### src/rtl/ac97_cmd_sched.sv
// AC97 command-slot scheduler: shares slots 1/2 between two requesters, one grant per frame tick.
// Optional AC97_CMD_FIXED_PRI_EN selects fixed priority (req0 first) instead of round-robin.
module ac97_cmd_sched #(
  parameter int unsigned HOLD_FRAMES = 2,
  parameter logic [7:0]  IDLE_ADDR   = 8'h80
) (
  input  logic        system_clock,
  input  logic        reset,
  input  logic        ready,
  input  logic        req0_valid,
  input  logic [7:0]  req0_addr,
  input  logic [15:0] req0_data,
  input  logic        req1_valid,
  input  logic [7:0]  req1_addr,
  input  logic [15:0] req1_data,
  output logic        req0_ack,
  output logic        req1_ack,
  output logic [7:0]  command_address,
  output logic [15:0] command_data,
  output logic        command_valid,
  output logic        busy,
  output logic        grant_id
);

  typedef enum logic {S_IDLE, S_HOLD} state_t;

  localparam logic [3:0] HOLD_LOAD = 4'(HOLD_FRAMES - 1);

  state_t      state, state_nxt;
  logic [2:0]  rdy_sync;
  logic        frame_tick;
  logic [3:0]  hold_cnt;
  logic        arb;
  logic        win_vld;
  logic        win_id;
  logic [7:0]  win_addr;
  logic [15:0] win_data;
`ifndef AC97_CMD_FIXED_PRI_EN
  logic        last_grant;
`endif

  // [0],[1] synchronize ready; [2] is the previous value for edge detect
  always_ff @(posedge system_clock) begin
    if (reset) begin
      rdy_sync   <= '0;
      frame_tick <= 1'b0;
    end else begin
      rdy_sync   <= {rdy_sync[1:0], ready};
      frame_tick <= rdy_sync[1] & ~rdy_sync[2];
    end
  end

  always_comb begin
    win_vld = req0_valid | req1_valid;
`ifdef AC97_CMD_FIXED_PRI_EN
    win_id  = ~req0_valid;
`else
    if (req0_valid && req1_valid) win_id = ~last_grant;
    else                          win_id = ~req0_valid;
`endif
    win_addr = win_id ? req1_addr : req0_addr;
    win_data = win_id ? req1_data : req0_data;
  end

  assign arb = frame_tick && (state == S_IDLE || hold_cnt == 4'd0);

  always_ff @(posedge system_clock) begin
    if (reset) state <= S_IDLE;
    else       state <= state_nxt;
  end

  always_comb begin
    state_nxt = state;
    if (arb) state_nxt = win_vld ? S_HOLD : S_IDLE;
  end

  always_comb begin
    busy = (state == S_HOLD);
  end

  always_ff @(posedge system_clock) begin
    if (reset) begin
      command_address <= IDLE_ADDR;
      command_data    <= 16'h0000;
      command_valid   <= 1'b0;
      req0_ack        <= 1'b0;
      req1_ack        <= 1'b0;
      grant_id        <= 1'b0;
      hold_cnt        <= 4'd0;
`ifndef AC97_CMD_FIXED_PRI_EN
      last_grant      <= 1'b1;
`endif
    end else begin
      req0_ack <= 1'b0;
      req1_ack <= 1'b0;
      if (arb) begin
        command_valid <= 1'b1;
        if (win_vld) begin
          command_address <= win_addr;
          command_data    <= win_data;
          req0_ack        <= ~win_id;
          req1_ack        <= win_id;
          grant_id        <= win_id;
          hold_cnt        <= HOLD_LOAD;
`ifndef AC97_CMD_FIXED_PRI_EN
          last_grant      <= win_id;
`endif
        end else begin
          command_address <= IDLE_ADDR;
          command_data    <= 16'h0000;
        end
      end else if (frame_tick && state == S_HOLD) begin
        hold_cnt <= hold_cnt - 4'd1;
      end
    end
  end

endmodule

### config.mk
export PLATFORM = sky130hd
export DESIGN_NAME = ac97_cmd_sched
export DESIGN_NICKNAME = d
export VERILOG_FILES = /design/src/rtl/ac97_cmd_sched.sv
export SDC_FILE = /design/constraint.sdc
export NUM_CORES = 1
export LEC_CHECK = 0
export BUFFER_PORTS_ARGS = -buffer_cell sky130_fd_sc_hd__buf_2
export CAP_MARGIN = 20
export CORE_UTILIZATION = 30
export CTS_CLUSTER_DIAMETER = 200
export DETAILED_ROUTE_END_ITERATION = 6
export REMOVE_ABC_BUFFERS = 1
export SYNTH_ARGS = -nofsm -noshare
export SYNTH_HDL_FRONTEND = slang
export SYNTH_SLANG_ARGS = --single-unit
### constraint.sdc
create_clock -name system_clock -period 2.45 [get_ports system_clock]
set_clock_uncertainty 0.15 [all_clocks]
set_input_delay 0.245 -clock system_clock [delete_from_list [all_inputs] [get_ports system_clock]]
set_output_delay 0.245 -clock system_clock [all_outputs]
set_load 0.01 [all_outputs]
Word-level counts from Yosys, hierarchy flattened --
Cells that the tools add are included.
Storage, ports and cells: word-level logic and storage cells 40, bits in registers 38, output and inout bits 29, input port bits 53
Operators by class: bitwise operators 9, equal/unequal tests 1, $add $sub $neg 1, muxes and demuxes 9, reduce and logical (&&, ||, !) cells 9
Operators by type and width (count):
- 16-bit 2-to-1 mux | 2
- 8-bit 2-to-1 mux | 2
- 4-bit 2-to-1 mux | 3
- 1-bit inverter | 7
- 4-bit logical NOT | 1
- 2-bit AND reduction | 2
- 4-bit by 1-bit subtractor with 4-bit output (second input constant) | 1
- 1-bit logical AND | 3
- 3-bit OR reduction | 1
- 1-bit 2-to-1 mux | 2
- 2-bit by 1-bit != test with 1-bit output (second input constant) | 1
- 2-bit nonzero test | 1
- 1-bit bitwise AND | 1
- 1-bit logical OR | 1
- 1-bit bitwise OR | 1

Logic depth before layout (Yosys ltp) --
Gate-level depths: netlist of the first run.
depth in word-level cells 5, gate-level depth with buffers 8, depth with buffers taken out 6

Worst setup path after synthesis of the first run --
No wires, ideal clock.
path kind flip-flop to flip-flop, from register hold_cnt[0], to register command_data[0], required time 2.170 ns, buffers on the path 1, period minus slack after synthesis 1.746 ns, setup slack 0.704 ns, arrival 1.466 ns, cell stages (with the launch flop) 7, library setup time 0.130 ns, cell sequence dfxtp_1 -> inv_1 -> ha_1 -> or3b_4 -> a21boi_2 -> buf_2 -> o32ai_1
On the way: longest elaborated chain between the ends 3
Ends and longest elaborated chain:
- from (decl) | RTL line 32 | logic [3:0] hold_cnt;
- from (signal assigned) | RTL line 113 | hold_cnt <= hold_cnt - 4'd1;
- 4-bit logical NOT | RTL line 65 | assign arb = frame_tick && (state == S_IDLE || hold_cnt == 4'd0);
- 1-bit logical OR | RTL line 65
- 1-bit logical AND | RTL line 65
- to (signal assigned) | RTL line 100 | command_data <= win_data;
- to (decl) | RTL line 19 | output logic [15:0] command_data,
No other way between the ends. A chain may end at the register's enable or synchronous reset.

Worst setup path in the final report of the first run --
from register hold_cnt[0], to register command_data[6]
The elaborated chain is that of the path after synthesis.

==> results of run 1 <==
==> registers in the layout, indices dropped and copies added, names as in the netlist <==
signal           cells
busy                 1
command_address      8
command_data        16
command_valid        1
frame_tick           1
grant_id             1
hold_cnt             4
last_grant           1
rdy_sync             3
req0_ack             1
req1_ack             1
==> power by group <==
part	internal, uW	switching, uW
combinational	78.0	65.8
clock	226	215
sequential	630	6.94
==> layout by cell type (no fill, tap or decap), drive strengths merged, types with 2 or more instances in the layout <==
cell type and n:
a21oi 2, buf 87, clkbuf 6, dfxtp 38
ha 2, inv 26, mux2 2, mux2i 23
nand2b 2, nor2 6, nor2b 7, nor3 3
o21ai 4, o31ai 2, o32ai 23, or3b 2
==> final cells by class <==
type / count / area, um2 / share of cell area
sequential: 38 / 761 / 0.340
multi-input combinational: 87 / 732 / 0.327
timing repair buffer: 87 / 463 / 0.207
inverter: 26 / 97.6 / 0.0436
tap: 70 / 87.6 / 0.0392
clock buffer: 6 / 82.6 / 0.0369
clock inverter: 2 / 12.5 / 0.00560
==> worst paths after layout <==
check,start,endpoint,slack (ns),cells after the start
worst min-delay path,ready,rdy_sync[0],0.02,2
worst max-delay path,hold_cnt[0],command_data[6],0.35,7
worst max register to register,hold_cnt[0],command_data[6],0.35,7
worst min register to register,rdy_sync[2],frame_tick,0.23,1
==> layer usage <==
metal / GRT usage / up-vias / wire length, um
li1: - / 745 / -
met1: 0.160 / 613 / 1790
met2: 0.225 / 47 / 1640
met3: 0.0371 / 2 / 225
met4: 0.0346 / 0 / 20
met5: 0 / - / 0
==> kinds of logic after synthesis <==
group                    after synthesis
multiplexers                          25
AO/OA/AOI/OAI                         36
adder cells (fa/ha/maj)                2
AND/OR/NAND/NOR                       24
flip-flops                            38
buffers and inverters                 38
==> worst max-delay path: stages (launching register included) <==
cell and delay, ns:
dfxtp_1 0.33, inv_1 0.09, ha_1 0.13, or3b_4 0.40, a21oi_2 0.21, nand2b_1 0.26
buf_4 0.30, o32ai_1 0.14
==> per-stage QoR <==
stage | hold slack [ns] | TNS (ns) | instances
after floorplan | 0.164 | -31.41 | 151
after global routing | 0.0121 | 0 | 316
after CTS | 0.0212 | 0 | 316
after global placement | 0.222 | 0 | 308
final | 0.0238 | 0 | 316
after detailed placement | 0.222 | 0 | 308
==> key figures, run 1 <==
Status
  • Status: finished, final reports clean

Synthesis
  • Synth top cells by count: dfxtp_1, inv_1, mux2i_1
  • Yosys top cell area share: 0.460
  • Most common cell in the netlist: dfxtp_1
  • Post-synth EDFFs: 0
  • Ys flop type: dfxtp_1
  • Cells after synthesis: 163
  • Post-synthesis xor/xnor area fraction: 0
  • Area leader, netlist: dfxtp_1
  • Largest family of logic cells by synthesized area: compound AO/OA/AOI/OAI gates
  • Avg Cell Area, Syn: 10.2 um2
  • Synth Warn #: 0
  • Mux share of post-synthesis cell area: 0.153
  • Register area share after synthesis: 0.460
  • Flops & latches, synth: 38
  • Top cells by area, synth: dfxtp_1, mux2i_1, o32ai_1
  • Post-synthesis cell area: 1660 um2
  • Share of the synthesized area in compound gates (AO/OA/AOI/OAI): 0.183
  • Adder-cell share of the synthesized area: 0.0151
  • Post-synth cell types: 30
  • Post-synthesis simple-gate area fraction: 0.0847
  • Async SR Flop Fraction: 0

Clocking
  • Clk sinks: 38
  • Post-cts sizing count: 0
  • CTS root buf: clkbuf_8
  • CTS clk-pin slew, worst paths: 0.08 ns
  • Num CTS Buffers: 5
  • CTS Buffer Depth: 2
  • CTS tree: yes
  • Hold_buf cts: 0
  • Clk Latency, worst-skew pair: 0.28 ns
  • Setup Fix Bufs, Post-CTS: 0
  • H-tree lvl count: 2

Finish
  • Layout Cell Area excl Fill: 2240 um2
  • Synth-to-Final Area Change: 35.1%
  • Filler cell count: 540
  • # diodes: 0
  • Nets: 300
  • Core Util, Final: 0.430
  • Layout cell share with drive strength beyond 1: 0.419

Floorplan
  • Die area: 5820 um2
  • Core area: 5200 um2
  • # IOs: 82
  • Die H: 76.3 um
  • Row cnt: 26
  • DIE WIDTH: 76.3 um
  • Starting Density: 0.318

Worst setup path
  • Critical Path RT: 2.48 ns
  • Startpoint type of the worst setup path: flop
  • CP max FO: 18
  • WS Path Type: reg2reg
  • Crit. End Element: flop
  • Critical Path AT: 2.13 ns

Place
  • Dpl hpwl: 2.67 mm
  • Port bufs: 81
  • Dpl cell area: 2140 um2
  • Placer Congestion: 0.718
  • Worst slack at placement: 0.369 ns

Global route
  • Gr ovfl total: 0
  • Largest net degree at the start of global routing: 33
  • All-Layer GR Usage: 0.131
  • Vias in the first global route: 1348
  • Initial antenna violation count: 0
  • First-pass GRT wire length: 6.15 mm

Pwr
  • P per Cell Area: 546 nW/um2
  • Overall power: 1220 uW
  • Pleak: 0.00103 uW
  • Worst vdd ir: 0.313 mV

STA
  • Number of setup violations in the final report: 0
  • RSZ-0062 raised after global routing: false
  • Final setup margin: 0.351 ns
  • Fin crit share: 0.857
  • Rel. slew slack: 0.660
  • Fin. Hold Viols: 0
  • Min cycle time layout: 2.10 ns
  • Slew Limit Fails: 0
  • Fmax: 0.476 GHz
  • Slew @ Worst Pin: 0.505 ns

Routing
  • DRT Wirelength: 3.67 mm
  • DR vias: 1407
  • Vias per std cell: 4.45
  • Drt pass-1 iters: 3
  • DRT antenna net count: 0
  • DRT iter0 DRCs: 66
  • Number of remaining DRC errors: 0
  • WL/cell: 11.6 um

Job
  • Number of max-cap violations: 0

Min path
  • Hold Crit Class: in2reg
Power figures use the tool's default switching activity.
==> inputs of run 2 (changes only) <==
- clock period: 2.45 -> 2.1 ns (I/O delays scaled with it)
==> key figures, run 2 (same netlist as run 1, synthesis figures left out) <==
Place
  • Placer Congestion: 0.713 (was 0.718)
  • Port bufs: 81 (unchanged)
  • Dpl cell area: 2160 um2 (was 2140 um2)
  • Worst slack at placement: 0.168 ns (was 0.369 ns)
  • Dpl hpwl: 2.96 mm (was 2.67 mm)

Finish
  • Core Util, Final: 0.440 (was 0.430)
  • # diodes: 0 (unchanged)
  • Largest regs: command_data x16, command_address x8, hold_cnt x4 (unchanged)
  • Filler cell count: 565 (was 540)
  • Most common cell after layout, fill and taps aside: buf_2 (unchanged)
  • Synth-to-Final Area Change: 38.2% (was 35.1%)
  • Nets: 304 (was 300)
  • Commonest non-fill, non-tap cells in the layout: buf_2, dfxtp_1, inv_1 (unchanged)
  • Layout Cell Area excl Fill: 2290 um2 (was 2240 um2)
  • Reg with most FFs: command_data (unchanged)
  • Multi-input combinational cell area: 734 um2 (was 732 um2)
  • Layout cell share with drive strength beyond 1: 0.426 (was 0.419)
  • Number of flip-flops in the largest register: 16 (unchanged)
  • FF+latch area: 761 um2 (unchanged)

Routing
  • WL/cell: 12.5 um (was 11.6 um)
  • Vias per std cell: 4.65 (was 4.45)
  • DRT Wirelength: 3.99 mm (was 3.67 mm)
  • DR vias: 1483 (was 1407)
  • DRT antenna net count: 0 (unchanged)
  • DRT iter0 DRCs: 61 (was 66)
  • Number of remaining DRC errors: 0 (unchanged)
  • Drt pass-1 iters: 4 (was 3)

Worst setup path
  • FF-to-FF Start: hold_cnt[0] (unchanged)
  • CP max FO: 10 (was 18)
  • Worst reg2reg setup slack: 0.20 ns (was 0.35 ns)
  • Critical Path RT: 2.15 ns (was 2.48 ns)
  • Crit. End Element: flop (unchanged)
  • R2R depth: 7 (unchanged)
  • Startpoint type of the worst setup path: flop (unchanged)
  • WS Path Type: reg2reg (unchanged)
  • Reg2reg end: command_data[2] (was command_data[6])
  • Critical Path AT: 1.95 ns (was 2.13 ns)

Floorplan
  • # IOs: 82 (unchanged)
  • DIE WIDTH: 76.3 um (unchanged)
  • Die area: 5820 um2 (unchanged)
  • Row cnt: 26 (unchanged)
  • Core area: 5200 um2 (unchanged)
  • Starting Density: 0.318 (unchanged)
  • Die H: 76.3 um (unchanged)

Clocking
  • Clk Latency, worst-skew pair: 0.29 ns (was 0.28 ns)
  • Setup Fix Bufs, Post-CTS: 0 (unchanged)
  • CTS root buf: clkbuf_8 (unchanged)
  • CTS Buffer Depth: 2 (unchanged)
  • Num CTS Buffers: 5 (unchanged)
  • CTS clk-pin slew, worst paths: 0.07 ns (was 0.08 ns)
  • Clk sinks: 38 (unchanged)
  • H-tree lvl count: 2 (unchanged)
  • CTS tree: yes (unchanged)

Global route
  • Initial antenna violation count: 0 (unchanged)
  • All-Layer GR Usage: 0.146 (was 0.131)
  • Vias in the first global route: 1536 (was 1348)
  • Gr ovfl total: 0 (unchanged)
  • First-pass GRT wire length: 6.82 mm (was 6.15 mm)
  • Largest net degree at the start of global routing: 21 (was 33)

STA
  • Rel. slew slack: 0.616 (was 0.660)
  • Fin crit share: 0.904 (was 0.857)
  • Slew Limit Fails: 0 (unchanged)
  • Hold slack: 0.0295 ns (was 0.0238 ns)
  • Final setup margin: 0.202 ns (was 0.351 ns)
  • Fmax: 0.527 GHz (was 0.476 GHz)
  • RSZ-0062 raised after global routing: false (unchanged)
  • Min cycle time layout: 1.90 ns (was 2.10 ns)
  • Slew @ Worst Pin: 0.569 ns (was 0.505 ns)
  • Number of setup violations in the final report: 0 (unchanged)
  • Fin. Hold Viols: 0 (unchanged)

Min path
  • Hold Crit Class: in2reg (unchanged)
  • Hold depth: 3 (was 2)
  • Hold EP: command_address[5] (was rdy_sync[0])
  • HP Start: req0_addr[5] (was ready)

Pwr
  • Worst vdd ir: 0.312 mV (was 0.313 mV)
  • Pleak: 0.00106 uW (was 0.00103 uW)
  • P per Cell Area: 677 nW/um2 (was 546 nW/um2)
  • Overall power: 1550 uW (was 1220 uW)

Status
  • Status: finished, final reports clean (unchanged)

Job
  • Number of max-cap violations: 0 (unchanged)
==> run 2: worst max path at each step <==
stage,from,to,slack (ns),depth (start not counted)
final,hold_cnt[0],command_data[2],0.20,7
after global routing,hold_cnt[0],command_data[2],0.06,7
after floorplan,last_grant,command_address[7],-1.64,3
after CTS,hold_cnt[0],command_data[2],0.12,7
after global placement,hold_cnt[0],command_data[0],0.25,7
after detailed placement,hold_cnt[0],command_data[2],0.17,7
==> run 2: power by group <==
part	internal, uW	total, uW	switching, uW
Clock	380	632	253
Combinational	94.5	174	79.3
Sequential	735	744	8.31
Total	1210	1550	340
==> run 2: critical path, cell delays in order (launching register included) <==
cell and delay, ns:
dfxtp_1 0.33, inv_1 0.09, ha_1 0.14, or3b_4 0.41, a21oi_2 0.23, nand2b_2 0.14
buf_4 0.19, o32ai_1 0.13
==> run 2: what timing repair did <==
| action | 4_1_cts | 5_1_grt |
|---|---|---|
| setup endpoints to repair | 0 | 6 |
| hold buffers | 1 | 0 |
| hold endpoints to repair | 1 | 0 |
| gates resized for setup | 0 | 1 |
==> run 2: final cells by class <==
cell class,count,area share
Tap cell,70,0.0383
Inverter,26,0.0426
Multi-Input combinational cell,87,0.321
Timing Repair Buffer,91,0.217
Clock buffer,6,0.0361
Clock inverter,1,0.0131
Sequential cell,38,0.332
==> run 2: layer usage <==
layer	share of wire	global-route usage	routed length, um
met5	0	0	0
met4	0.010	0.0404	40
met2	0.48	0.258	1900
met3	0.061	0.0479	243
met1	0.45	0.169	1810
==> run 2: through the flow <==
step | std cells | setup TNS [ns]
final | 319 | 0
after global routing | 319 | 0
after global placement | 311 | 0
after floorplan | 151 | -41.21
after detailed placement | 311 | 0
after CTS | 319 | 0
